## config.mk

```make
export PLATFORM = sky130hd
export DESIGN_NAME = fetch_stage
export DESIGN_NICKNAME = d
export VERILOG_FILES = /design/src/rtl/fetch_stage.sv
export SDC_FILE = /design/constraint.sdc
export NUM_CORES = 1
export LEC_CHECK = 0
export BUFFER_PORTS_ARGS = -buffer_cell sky130_fd_sc_hd__buf_2
export CAP_MARGIN = 20
export CORE_MARGIN = 1
export CORE_UTILIZATION = 23
export DETAILED_ROUTE_END_ITERATION = 16
export PLACE_DENSITY = 0.49
export SLEW_MARGIN = 10
export SYNTH_ARGS = -nofsm -noshare
export SYNTH_HDL_FRONTEND = slang
export SYNTH_SLANG_ARGS = --single-unit
```

## constraint.sdc

```tcl
create_clock -name CLK -period 3.25 [get_ports CLK]
set_input_delay 0.65 -clock CLK [delete_from_list [all_inputs] [get_ports CLK]]
set_output_delay 0.65 -clock CLK [all_outputs]
set_load 0.01 [all_outputs]
```

## src/rtl/fetch_stage.sv

```systemverilog
// -----------------------------------------------------------------------------
// fetch_stage
//   Instruction fetch stage with an IF/ID pipeline latch and a one-entry skid
//   buffer. A word that returns from instruction memory while decode is
//   stalled is parked in the skid buffer so the PC can advance exactly once
//   per accepted instruction. Redirects (flush) and halt replace the IF/ID
//   contents with a bubble.
//
//   States:
//     IDLE   - one cycle after reset release, no request issued
//     FETCH  - requesting from instruction memory
//     HOLD   - skid buffer occupied, waiting for decode to free up
//     HALTED - fetching stopped until reset
// -----------------------------------------------------------------------------
module fetch_stage #(
  parameter logic [31:0] NOP_WORD = 32'h00000000
) (
  input  logic        CLK,
  input  logic        nRST,
  input  logic [31:0] imemaddr,
  output logic        pcEN,
  output logic        imemREN,
  output logic [31:0] iaddr,
  input  logic        ihit,
  input  logic [31:0] iload,
  input  logic        stall,
  input  logic        flush,
  input  logic        halt,
  output logic [31:0] instr_out,
  output logic [31:0] npc_out,
  output logic        valid_out
);

  typedef enum logic [1:0] {
    IDLE   = 2'd0,
    FETCH  = 2'd1,
    HOLD   = 2'd2,
    HALTED = 2'd3
  } state_t;

  // IF/ID pipeline latch contents.
  typedef struct packed {
    logic [31:0] instr;
    logic [31:0] npc;
    logic        valid;
  } ifid_t;

  // Skid buffer contents. Occupancy is implied by state == HOLD, so no
  // separate full flag is kept; leaving HOLD by any path empties it.
  typedef struct packed {
    logic [31:0] instr;
    logic [31:0] npc;
  } skid_t;

  state_t      state_q, state_d;
  ifid_t       ifid_q, ifid_d;
  skid_t       skid_q, skid_d;
  ifid_t       bubble;
  logic [31:0] npc_fetch;
  logic        pc_en;
  logic        imem_ren;

  // PC+4 of the word currently being fetched; wraps naturally at 2^32.
  assign npc_fetch = imemaddr + 32'd4;

  // A bubble keeps the last npc so downstream sees a stable value.
  assign bubble = '{instr: NOP_WORD, npc: ifid_q.npc, valid: 1'b0};

  // Next-state, IF/ID/skid update and memory/PC handshake decode.
  // Priority on simultaneous requests is halt > flush > stall.
  always_comb begin
    // NOTE: every variable gets a default first so no path can infer a latch.
    state_d  = state_q;
    ifid_d   = ifid_q;
    skid_d   = skid_q;
    pc_en    = 1'b0;
    imem_ren = 1'b0;

    case (state_q)
      IDLE: begin
        if (halt) begin
          ifid_d  = bubble;
          state_d = HALTED;
        end else begin
          state_d = FETCH;
        end
      end

      FETCH: begin
        if (halt) begin
          ifid_d  = bubble;
          state_d = HALTED;
        end else begin
          imem_ren = 1'b1;
          if (flush) begin
            // Redirect: PC loads the target, same-cycle ihit data is dropped.
            pc_en  = 1'b1;
            ifid_d = bubble;
          end else if (ihit && !stall) begin
            pc_en  = 1'b1;
            ifid_d = '{instr: iload, npc: npc_fetch, valid: 1'b1};
          end else if (ihit) begin
            // Decode is busy: park the word so the PC can still advance.
            pc_en   = 1'b1;
            skid_d  = '{instr: iload, npc: npc_fetch};
            state_d = HOLD;
          end else if (!stall) begin
            ifid_d = bubble;
          end
          // ihit=0 with stall=1: hold IF/ID and keep requesting.
        end
      end

      HOLD: begin
        if (halt) begin
          ifid_d  = bubble;
          state_d = HALTED;
        end else if (flush) begin
          pc_en   = 1'b1;
          ifid_d  = bubble;
          state_d = FETCH;
        end else if (!stall) begin
          ifid_d  = '{instr: skid_q.instr, npc: skid_q.npc, valid: 1'b1};
          state_d = FETCH;
        end
      end

      HALTED: begin
        state_d = HALTED;
      end

      default: begin
        state_d = IDLE;
      end
    endcase
  end

  // FSM state register.
  always_ff @(posedge CLK or negedge nRST) begin
    // NOTE: sequential state uses non-blocking assignments only, so every
    // register samples pre-edge values regardless of statement order.
    if (!nRST) begin
      state_q <= IDLE;
    end else begin
      state_q <= state_d;
    end
  end

  // IF/ID latch and skid buffer storage.
  always_ff @(posedge CLK or negedge nRST) begin
    // NOTE: the skid data is reset too; it is only a few flops and a known
    // value avoids X propagating into IF/ID if a transfer path ever misfires.
    if (!nRST) begin
      ifid_q <= '{instr: NOP_WORD, npc: 32'd0, valid: 1'b0};
      skid_q <= '{instr: 32'd0, npc: 32'd0};
    end else begin
      ifid_q <= ifid_d;
      skid_q <= skid_d;
    end
  end

  assign pcEN      = pc_en;
  assign imemREN   = imem_ren;
  assign iaddr     = imemaddr;
  assign instr_out = ifid_q.instr;
  assign npc_out   = ifid_q.npc;
  assign valid_out = ifid_q.valid;

endmodule

```

======== Word-level counts from Yosys, hierarchy flattened ========
Index checks and enable logic that the tools add are counted.
storage, ports and cells
  output and inout port bits .............. 99
  word-level logic and storage cells ...... 64
  flip-flop bits (word level) ............. 131
  input bits .............................. 70
cells by class
  bitwise operators ....................... 4
  eq/ne operators ......................... 16
  reduce and logical (&&, ||, !) cells .... 9
  add/subtract/negate cells ............... 1
  multiplexer cells ....................... 28
operators with widths
  cell                                                 count
  2-to-1 mux 65 bit                                    9
  one-hot mux 65 bit (3 select lines)                  1
  adder 32 x 3 -> 32 bit, second input constant        1
  2-to-1 mux 2 bit                                     8
  != test 2 bit, second input constant                 7
  != test 5 bit, second input constant                 2
  AND reduction 5 bit                                  2
  != test 3 bit, second input constant                 3
  2-to-1 mux 1 bit                                     8
  one-hot mux 2 bit (4 select lines)                   1
  AND reduction 8 bit                                  1
  equality test 2 bit, second input constant           2
  != test 4 bit, second input constant                 1
  NOT 1 bit                                            4
  AND reduction 4 bit                                  1
  nonzero test 3 bit                                   1
  equality test 2 x 1 -> 1 bit, second input constant  1
  logical NOT 2 bit                                    1
  one-hot mux 1 bit (2 select lines)                   1
  nonzero test 2 bit                                   1
  logical AND 1 bit                                    1
  logical NOT 1 bit                                    1

======== Logic depth before layout (Yosys ltp) ========
  depth in word-level cells ............... 6
  depth in mapped cells ................... 9
  gate-level depth less buffers ........... 7

======== Least setup slack after synthesis ========
OpenSTA, ideal clock, no wires.
  path type ............................... input to register
  from .................................... input port halt
  to ...................................... register ifid_q (netlist bit instr_out[14])
  data arrival time ....................... 1.840 ns
  cell stages on the path ................. 8
  setup time .............................. 0.121 ns
  buffers on the path ..................... 3
  data required time ...................... 3.129 ns
  slack ................................... 1.289 ns
  cells stage by stage .................... clkbuf_1 > nor3b_2 > a21oi_1 > o21ai_1 > buf_2 > buf_2 > nor2_1 > a22o_1
on the way
  longest elaborated chain between the ends .. 2
  elaborated cells between the ends (all ways) .. 8
  classes of those cells .................. eq/ne (4); mux (3); reduce/logical (1)
ends and longest elaborated chain
  element                                                                                             RTL line  source
  start, declared                                                                                     28        input logic halt,
  != test 5 bit (no source line) (tied with other cells)                                              --
  AND reduction 5 bit (no source line) / one-hot mux 65 bit (3 select lines) (equally long branches)  --
  end signal, assigned                                                                                154       ifid_q <= '{instr: NOP_WORD, npc: 32'd0, valid: 1'b0};
  end signal, assigned                                                                                157       ifid_q <= ifid_d;
  end, declared                                                                                       56        ifid_t ifid_q, ifid_d;
Parallel ways exist; a longest one is shown, timed or not. The select of a mux whose other input is x is not followed.
A chain may end at the register's enable or synchronous reset.

======== Final worst setup path ========
  from .................................... register state_q[1]
  to ...................................... output port imemREN
on the way
  longest elaborated chain between the ends .. 2
ends and longest elaborated chain
  element                       RTL line  source
  start, declared               55        state_t state_q, state_d;
  start signal, assigned        145       state_q <= state_d;
  equality test 2 x 1 -> 1 bit  79        case (state_q)
  2-to-1 mux 1 bit              79
  end, declared                 22        output logic imemREN,
No other way between the ends.

==> metrics.md <==
| Metric | Value |
|---|---|
| Most frequent cells after synthesis | `nand2_1, dfrtp_1, nor2_1` |
| Pwr per Cell Area | `around 560 nW/um^2` |
| Filler cells | `2892` |
| Post-synth EDFFs | `0` |
| Synth unique cells | `42` |
| Pleak | `0.00380 uW` |
| CP cell instances | `inv_1 > ha_1 > inv_1 > nor2_1 > buf_2` |
| DRC | `0` |
| Final HPWL DP | `12.9 mm` |
| Synth top area share | `a little over 50%` |
| Nets | `889` |
| Post-place setup slack | `0.719 ns` |
| Metal3 WL | `1.11 mm` |
| Status | `finished, final reports clean` |
| Synth Register Bits | `roughly 130` |
| Worst hold slack | `0.207 ns` |
| Wire per inst | `16.4 um` |
| RSZ-0062 raised after global routing | `false` |
| Post-synthesis sequential area ratio | `about half` |
| Period utilization | `78.2%` |
| Syn_nets | `about 770` |
| Max clock buf depth | `2` |
| Largest net degree at the start of global routing | `67` |
| Setup Crit Path Kind | `reg2out` |
| Max Cap Viol | `0` |
| Number of buffers inserted during clock tree synthesis | `17` |
| Crit path time final | `2.54 ns` |
| Worst-Margin Slew | `0.906 ns` |
| Final Hold Viols | `0` |
| DR iter-0 viols | `381` |
| Top sig layer | `met4` |
| Setup Fix Bufs, Post-CTS | `0` |
| Yosys synthesis warning count | `0` |
| Gr ovfl total | `0` |
| Aggregate negative setup slack | `0 ns` |
| Setup ws final | `about 0.71 ns` |
| Rel. slew slack | `approximately two fifths` |
| Final wirelength | `19.1 mm` |
| Top_reg_cell synth | `dfrtp_1` |
| Die X | `~170 um` |
| Clk slew on worst S/H paths | `approximately 0.06 ns` |
| CP delay by family, top | `buffers and inverters` |
| CTS tree | `built` |
| Ant diodes | `0` |
| Layout cells sized above 1 | `27.2%` |
| Max Fclk | `394 MHz` |
| CP Capture Type | `output pin` |
| Crit-path max FO | `7` |
| Met1 WL | `9.29 mm` |
| CP max stage delay | `between 0.4 and 0.5 ns` |
| Core ar. | `27000 um^2` |
| Full die area | `around 28000 um^2` |
| RD Place Congestion | `0.818` |
| Io pins | `between 150 and 200` |
| Via density | `around 4.6` |
| Number of hold buffers added after CTS | `0` |
| Initial Util | `around a quarter` |
| Critical path required time | `about 2.6 ns` |
| Critical path arrival | `approximately 1.9 ns` |
| Avg Inst Size Synth | `slightly above 9 um^2` |
| Initial antenna violation count | `0` |
| Skew-Pair Late Insertion Delay | `0.42 ns` |
| Port bufs | `168` |
| Slew Limit Fails | `0` |
| H-tree levels | `4` |
| Clock sink count | `around 130` |
| Rows | `60` |
| Startpoint Class | `flip-flop` |
| Final number of setup-violating endpoints | `0` |
| Die height | `168 um` |
| Routed Antenna Nets | `0` |
| Slowest CP cell | `dfrtp_1` |
| TritonRoute pass-1 iters | `5` |
| GRT Util Overall | `13.7%` |
| Synth area leader | `dfrtp_1` |
| Mapped Area | `6370 um^2` |
| Vias in the first global route | `slightly below 5000` |
| Maximum VDD drop | `0.312 mV` |
| Clock Skew | `0.00736 ns` |
| Most instantiated library cell after synthesis | `nand2_1` |
| Synth area leaders | `dfrtp_1, nand2_1, a22o_1` |
| Most common cell on crit path | `inv_1` |
| CP Buf/Inv Count | `3` |
| Worst hold path class | `in2async` |
| Vias | `5348` |
| CTS root buf | `clkbuf_16` |
| CTS resizes | `0` |
| Asr flop ratio synth | `100%` |
| First-pass GRT wire length | `29.9 mm` |
| Area Overhead vs Synth | `26.2%` |
| Post-Synthesis Cells | `693` |
| WL met2 | `8.53 mm` |
-- where the power goes --
group | internal, uW | switching [uW] | leakage, uW
clock network | 1300 | 761 | 0.000286
registers | 1780 | 92.8 | 0.00177
logic | 225 | 310 | 0.00174
-- metrics by stage --
| step | instance area, um^2 | total power, uW | util [%] | std cells |
|---|---|---|---|---|
| 2_1_floorplan | 6370 | 2150 | - | 693 |
| 3_3_place_gp | 7420 | 2450 | 27.4 | 1136 |
| 3_5_place_dp | 7420 | 2460 | 27.4 | 1136 |
| 4_1_cts | 8040 | 4550 | 29.8 | 1166 |
| 5_1_grt | 8040 | 4680 | 29.8 | 1166 |
| 6_report | 8040 | 4470 | 29.8 | 1166 |
-- kinds of logic after synthesis --
group,count (synthesis),synth area share [%]
AND/OR/NAND/NOR,283,19.7
AO/OA/AOI/OAI,164,17.1
flip-flops,131,51.5
buffers and inverters,83,7.03
XOR/XNOR,27,3.71
adder cells (fa/ha/maj),5,0.982
-- cell usage in the layout, fill, tap and decap left out, types with 3 or more instances in the layout --
cell type	count
and3_1	3
clkbuf_16	17
nor2_1	65
clkinv_4	3
nor3_2	5
nor3_1	6
buf_4	5
o211ai_1	3
a22o_1	32
o22ai_1	12
bufinv_16	4
buf_2	167
xor2_1	17
a2bb2oi_1	3
inv_1	7
a21oi_1	24
a22oi_1	36
dfrtp_1	131
buf_12	5
clkinvlp_4	5
nand3_1	14
xnor2_1	10
o21ai_1	6
o21ai_0	38
nand2_1	160
o21a_1	3
nand4_1	11
ha_1	5
-- registers in the layout, summed over array words and instances (netlist names) --
signal	flops
instr_out	32
npc_out	32
skid_q	64
state_q	2
valid_out	1
-- area by class of cell --
type	instances	area (um^2)	area share (%)
flip-flops and latches	131	3280	40.8
clock buffers	18	439	5.46
multi-input cells	479	2700	33.6
well taps	341	427	5.31
clock inverters	12	184	2.29
repair buffers	178	985	12.2
inverters	7	26.3	0.327
-- routing by layer --
layer | global-route usage (%) | vias up
met5 | 0 | -
met4 | 3.04 | 0
met3 | 3.41 | 12
met2 | 20.7 | 182
met1 | 19.6 | 2544
li1 | - | 2610
-- path summary, 6_finish.rpt --
kind	startpoint	end	slack (ns)	cells past startpoint
worst min register to register	skid_q[54]	skid_q[54]	0.47	2
min in group CLK	iload[23]	skid_q[55]	0.44	3
worst min-delay path	nRST	instr_out[9]	0.21	1
worst max register to register	state_q[1]	skid_q[17]	0.87	8
max in group asynchronous	nRST	skid_q[29]	2.25	2
worst max-delay path	state_q[1]	imemREN	0.71	5
-- worst reg2reg max path: stages, from the launching register on --
cell	delay (ns)
dfrtp_1	0.41
inv_1	0.09
ha_1	0.28
inv_1	0.18
nor2_1	0.30
nand3_4	0.37
buf_12	0.32
nor3_1	0.26
nor2_1	0.06
No activity file was read; power rests on OpenSTA's default activity.
